===== src/rtl/token_load_ctrl.sv =====
// Token-table loader: at boot or on request, streams TOKEN_COUNT words from
// instruction memory into the decompressor token table while stalling the CPU.
module token_load_ctrl #(
    parameter int unsigned     WIDTH       = 32,
    parameter logic [WIDTH-1:0] TOKEN_BASE = '0,
    parameter int unsigned     TOKEN_COUNT = 102,
    parameter logic [WIDTH-1:0] PCADD      = WIDTH'(4)
) (
    input  logic             clk,
    input  logic             reset,
    input  logic             start,
    input  logic [WIDTH-1:0] fetch_adr,
    output logic [WIDTH-1:0] imem_adr,
    input  logic [WIDTH-1:0] imem_rdata,
    output logic             wme,
    output logic [WIDTH-1:0] wdata,
    output logic [9:0]       tok_idx,
    output logic             cpu_stall,
    output logic             done
);

    localparam int unsigned IDX_W    = 10;
    localparam logic [IDX_W-1:0] LAST_IDX = IDX_W'(TOKEN_COUNT - 1);

    // S_BOOT is the pre-load state held during reset; it always launches a load.
    typedef enum logic [2:0] {
        S_BOOT,
        S_IDLE,
        S_FETCH,
        S_WRITE,
        S_DONE
    } state_t;

    state_t             state;
    logic [IDX_W-1:0]   idx;
    logic [WIDTH-1:0]   adr_q;

    // Token address advances by PCADD per entry, so no multiplier is needed.
    always_ff @(posedge clk or negedge reset) begin
        if (!reset) begin
            state     <= S_BOOT;
            idx       <= '0;
            adr_q     <= TOKEN_BASE;
            wme       <= 1'b0;
            wdata     <= '0;
            tok_idx   <= '0;
            cpu_stall <= 1'b1;
            done      <= 1'b0;
        end else begin
            wme  <= 1'b0;
            done <= 1'b0;
            case (state)
                S_BOOT: begin
                    state <= S_FETCH;
                    idx   <= '0;
                    adr_q <= TOKEN_BASE;
                end
                S_IDLE: begin
                    if (start) begin
                        state     <= S_FETCH;
                        idx       <= '0;
                        adr_q     <= TOKEN_BASE;
                        cpu_stall <= 1'b1;
                    end
                end
                S_FETCH: begin
                    wdata   <= imem_rdata;
                    tok_idx <= idx;
                    wme     <= 1'b1;
                    state   <= S_WRITE;
                end
                S_WRITE: begin
                    if (idx == LAST_IDX) begin
                        done  <= 1'b1;
                        state <= S_DONE;
                    end else begin
                        idx   <= idx + IDX_W'(1);
                        adr_q <= adr_q + PCADD;
                        state <= S_FETCH;
                    end
                end
                S_DONE: begin
                    idx       <= '0;
                    cpu_stall <= 1'b0;
                    state     <= S_IDLE;
                end
                default: begin
                    state <= S_BOOT;
                end
            endcase
        end
    end

    // Only IDLE lets the decompressor fetch address through to memory.
    always_comb begin
        imem_adr = adr_q;
        if (state == S_IDLE) begin
            imem_adr = fetch_adr;
        end
    end

endmodule


===== config.mk =====
export PLATFORM = sky130hd
export DESIGN_NAME = token_load_ctrl
export DESIGN_NICKNAME = d
export VERILOG_FILES = /design/src/rtl/token_load_ctrl.sv
export SDC_FILE = /design/constraint.sdc
export NUM_CORES = 1
export LEC_CHECK = 0
export CORE_UTILIZATION = 42
export DETAILED_ROUTE_END_ITERATION = 10
export MAX_ROUTING_LAYER = met4
export PLACE_DENSITY = 0.77
export REMOVE_ABC_BUFFERS = 1
export SYNTH_ARGS = -nofsm -noshare
export SYNTH_HDL_FRONTEND = slang
export SYNTH_SLANG_ARGS = --single-unit

===== constraint.sdc =====
create_clock -name clk -period 1.9 [get_ports clk]
set_clock_uncertainty 0.1 [all_clocks]
set_input_delay 0.285 -clock clk [delete_from_list [all_inputs] [get_ports clk]]
set_output_delay 0.285 -clock clk [all_outputs]
set_load 0.03 [all_outputs]

After elaboration in Yosys (flattened, before gate mapping)
Index checks and enable logic that the tools add are counted.

Add/sub/neg operators: 2. Eq/ne operators: 7. Multiplexer cells: 15. Reductions and logical operators: 8.

Operators with widths (count): 32-bit 2-to-1 mux (3); 32-bit case mux with 3 select lines (1); 32-bit by 3-bit adder with 32-bit output (second input constant) (1); 10-bit case mux with 3 select lines (1); 10-bit 2-to-1 mux (2); 3-bit case mux with 5 select lines (1); 10-bit by 1-bit adder with 10-bit output (second input constant) (1); 10-bit by 7-bit equality test with 1-bit output (second input constant) (1); 3-bit by 2-bit equality test with 1-bit output (second input constant) (2); 3-bit 2-to-1 mux (2); 3-bit AND reduction (2); 3-bit nonzero test (2); 1-bit 2-to-1 mux (4); 2-bit inequality test (second input constant) (2); 3-bit by 1-bit equality test with 1-bit output (second input constant) (1); 3-bit equality test (second input constant) (1); 3-bit zero test (1); 1-bit case mux with 2 select lines (1); 2-bit AND reduction (1); 2-bit nonzero test (1); 2-bit OR reduction (1).

Flip-flop bits (word level): 90. Input port bits: 67. Output and inout port bits: 77. Word-level logic and storage cells: 40.

Logic depth before layout (Yosys ltp)
Gate-level depths: netlist of run 1.

Word-level depth: 4. Depth in mapped cells: 9. Depth with buffers taken out: 7.

Worst setup path after synthesis of run 1
Ideal clock, no wire load.

Path type: reg-to-output. Start: reg state[2]. End: out imem_adr[27]. Arrival: 1.667 ns. Required time: 1.515 ns. Slack: -0.152 ns. Stages on the path, launching flop included: 5. Path buffers: 2. Cell sequence: dfrtp_1 -> clkbuf_1 -> nor3b_2 -> clkbuf_1 -> mux2_2.

Word-level cells in the longest chain between the ends: 2.

Ends and longest elaborated chain: start, declared (line 34) `state_t state;`; start signal, assigned (line 41) `state <= S_BOOT;`; start signal, assigned (line 54) `state <= S_FETCH;`; start signal, assigned (line 60) `state <= S_FETCH;`; 3-bit by 1-bit equality test with 1-bit output (line 97) `if (state == S_IDLE) begin`; 32-bit 2-to-1 mux (line 97); end, declared (line 13) `output logic [WIDTH-1:0] imem_adr,`.

No other way between the ends.

Worst setup path in the final report of run 1
Start: reg state[1]. End: out imem_adr[28].

The elaborated chain is that of the path after synthesis.

==> impl_metrics.env, run 1 <==
export IMPL_path_buf_inv=3
export IMPL_cts_sinks=88
export IMPL_drcViolationCount=0
export IMPL_drive_above_1_share_pct=36.2
export IMPL_die_area_sq_um=11100
export IMPL_yosys_most_used_dff="dfrtp_1"
export IMPL_p_leak_uw=0.00295
export IMPL_gp_congestion=0.828
export IMPL_io_buffers=143
export IMPL_fin_util_pct=68.1
export IMPL_numCtsBuffers=9
export IMPL_end_kind="primary output"
export IMPL_cp_cell_sequence="nor3b_4, buf_4, buf_12, mux2_2, buf_6"
export IMPL_required_ns=1.51
export IMPL_wl_per_cell_um=16.7
export IMPL_detailedPlace_worstSlack_ns=-0.312
export IMPL_critical_path_class="flip-flop to primary output"
export IMPL_start_kind="flip-flop"
export IMPL_setup_ws_ns=-0.292
export IMPL_clk_latency_ns=0.35
export IMPL_violations="negative setup slack"
export IMPL_ant_nets=0
export IMPL_clk_pin_slew_ns=0.09
export IMPL_ys_ff_latch=88
export IMPL_grt_pass1_wl_um=19700
export IMPL_wl_um=12700
export IMPL_post_place_cells=719
export IMPL_antenna_cells_inserted=0
export IMPL_worst_r2r_setup_slack_ns=0.03
export IMPL_synth_cell_types=55
export IMPL_worst_endpoint_arrival_ns=1.81
export IMPL_critical_path_top_delay_family="buffers and inverters"
export IMPL_viasPerCell=5.46
export IMPL_cts_root_buf="clkbuf_8"
export IMPL_antenna_found_initial=0
export IMPL_r2r_cells=7
export IMPL_report_final_setup_viol=32
export IMPL_syn_to_final_growth_pct=56.5
export IMPL_fin_crit_ns=2.19
export IMPL_worstMarginPinSlew_ns=0.421
export IMPL_core_area_sq_um=10300
export IMPL_die_y_um=105
export IMPL_fmax_mhz=456
export IMPL_final_nets=687
export IMPL_syn_area_sq_um=4490
export IMPL_yosysTopAreaCell="dfrtp_1"
export IMPL_drt_initial_drc_count=175
export IMPL_p_per_area_nw_per_um2=515
export IMPL_rr_startpoint="idx[3]"
export IMPL_hpwl_um=8710
export IMPL_num_vias=4131
export IMPL_dieWidth_um=105
export IMPL_fin_crit_sh_pct=115
export IMPL_cp_max_fo=13
export IMPL_yosys_warnings=0
export IMPL_synth_edff_count=0
export IMPL_max_cap_violations=0
export IMPL_stdcell_count=757
export IMPL_async_reset_ff_share_pct=100
export IMPL_start_util_pct=43.5
export IMPL_ys_seq_area_share_pct=49.1
export IMPL_hold_path_class="primary input to async pin"
export IMPL_grt_usage_pct=23.1
export IMPL_htreeDepth=3
export IMPL_synth_top_area_share_pct=48.5
export IMPL_finalHoldViolCount=0
export IMPL_grt_max_degree=44
export IMPL_clock_path_buffers=2
export IMPL_core_rowCount=37
export IMPL_rsz0062_at_grt="yes"
export IMPL_slowest_stage="dfrtp_1"
export IMPL_maxSlewViolCount=0
export IMPL_first_global_vias=4074
export IMPL_synthTopCellsByArea="dfrtp_1, mux2_2, o21ai_0"
export IMPL_synth_common_cells="dfrtp_1, mux2_2, o21ai_0"
export IMPL_yosysMostFrequentCell="dfrtp_1"
export IMPL_status="finished with violations"
export IMPL_gr_total_overflow=0
export IMPL_ir_drop_uv=536
export IMPL_cts_tree="done"
export IMPL_syn_inst=412
export IMPL_drtPass1Iterations=4
export IMPL_r2r_end="adr_q[19]"
export IMPL_max_slew_margin_pct=72.0
export IMPL_pin_count=144
export IMPL_syn_avg_cell_area_sq_um=10.9
export IMPL_max_stage_delay_ns=0.41
## worst max-delay path by stage
stage / slack (ns) / from / to / cells past startpoint
after floorplan: -1.06 / state[1] / wdata[0] / 3
after global placement: -0.27 / state[2] / imem_adr[23] / 4
after detailed placement: -0.31 / state[2] / imem_adr[28] / 4
after CTS: -0.29 / state[1] / imem_adr[28] / 5
after global routing: -0.40 / state[1] / imem_adr[16] / 5
final: -0.29 / state[1] / imem_adr[28] / 5
## metrics by stage
stage / setup TNS (ns) / area, sq um / total power [uW] / hold slack [ns]
floorplan: -96.08 / 4370 / 2060 / -0.111
global placement: -7.23 / 6400 / 2310 / 0.151
global route: -11.59 / 7030 / 3750 / 0.304
CTS: -8.18 / 6810 / 3650 / 0.295
detailed placement: -8.15 / 6400 / 2320 / 0.152
finish: -8.07 / 7030 / 3620 / 0.290
## state kept, by name, indices dropped and copies added, names as in the netlist
| register | count |
|---|---|
| cpu_stall | 1 |
| idx | 10 |
| adr_q | 30 |
| wdata | 32 |
| tok_idx | 10 |
| done | 1 |
| wme | 1 |
| state | 3 |
## repair_timing
item,CTS,global route
cloned,3,0
pin swaps,4,12
endpoints found under the setup margin,41,65
hold endpoints to repair,28,0
buffers inserted,5,15
hold buffers,1,0
gates resized for setup,204,32
## placed cells by master (no fill, tap or decap), types with 3 or more instances in the layout
| master | Yosys | layout |
|---|---|---|
| mux2_4 | 0 | 9 |
| clkbuf_8 | 0 | 10 |
| inv_1 | 5 | 5 |
| dfrtp_1 | 87 | 84 |
| buf_12 | 0 | 4 |
| mux2_2 | 70 | 61 |
| nand4_1 | 16 | 16 |
| mux2i_1 | 5 | 5 |
| nor2_1 | 23 | 21 |
| clkdlybuf4s50_1 | 0 | 109 |
| nor4_4 | 1 | 3 |
| and2_1 | 6 | 4 |
| a21oi_1 | 19 | 19 |
| and3_1 | 9 | 9 |
| o31ai_1 | 5 | 5 |
| o21ai_0 | 40 | 34 |
| nand3_1 | 14 | 13 |
| buf_6 | 1 | 33 |
| a211o_1 | 3 | 3 |
| a31oi_1 | 11 | 9 |
| nand2_1 | 26 | 24 |
| dfrtp_2 | 0 | 3 |
| nand2b_1 | 3 | 3 |
| buf_2 | 13 | 5 |
| buf_4 | 3 | 61 |
| a41oi_1 | 3 | 3 |
| o21ai_1 | 6 | 11 |
## layer usage
layer	GRT usage (%)	part of all wire [%]	wire length (um)	up-vias
li1	-	-	-	1934
met4	8.75	2.5	313	0
met1	26.5	40	5110	2038
met3	4.51	4.2	537	26
met2	39.9	53	6710	133
met5	-	0	0	-
## power by group
group	internal (uW)	switching, uW
combinational	208	155
sequential	1910	17.8
clock	650	678
## worst register-to-register path, cell delays in order (launching register included)
cell and delay [ns]:
dfrtp_1 0.41, nor4b_2 0.31, buf_4 0.21, a31o_4 0.20, buf_4 0.18, a41oi_1 0.06
o21ai_1 0.18, o31ai_1 0.10
## final cells by class
class                           count  area (sq um)
Timing Repair Buffer              216          2100
Inverter                            5          18.8
Multi-Input combinational cell    297          2330
Clock inverter                      5          66.3
Sequential cell                    88          2210
Tap cell                          136           170
Clock buffer                       10           138
Fill cell                         762          3300
## cells by family after synthesis
group	Yosys count	synth area share, %
AND/OR/NAND/NOR	120	15.2
buffers and inverters	27	3.07
AO/OA/AOI/OAI	97	12.7
XOR/XNOR	2	0.390
adder cells (fa/ha/maj)	3	0.836
flip-flops	88	49.1
multiplexers	75	18.7
No activity file was read; power rests on OpenSTA's default activity.
==> inputs of run 2 (changes only) <==
Settings changed: HOLD_SLACK_MARGIN from default to 0.1.
==> results of run 2 <==
Final layout, timing and power as in run 1 (identical DEF).
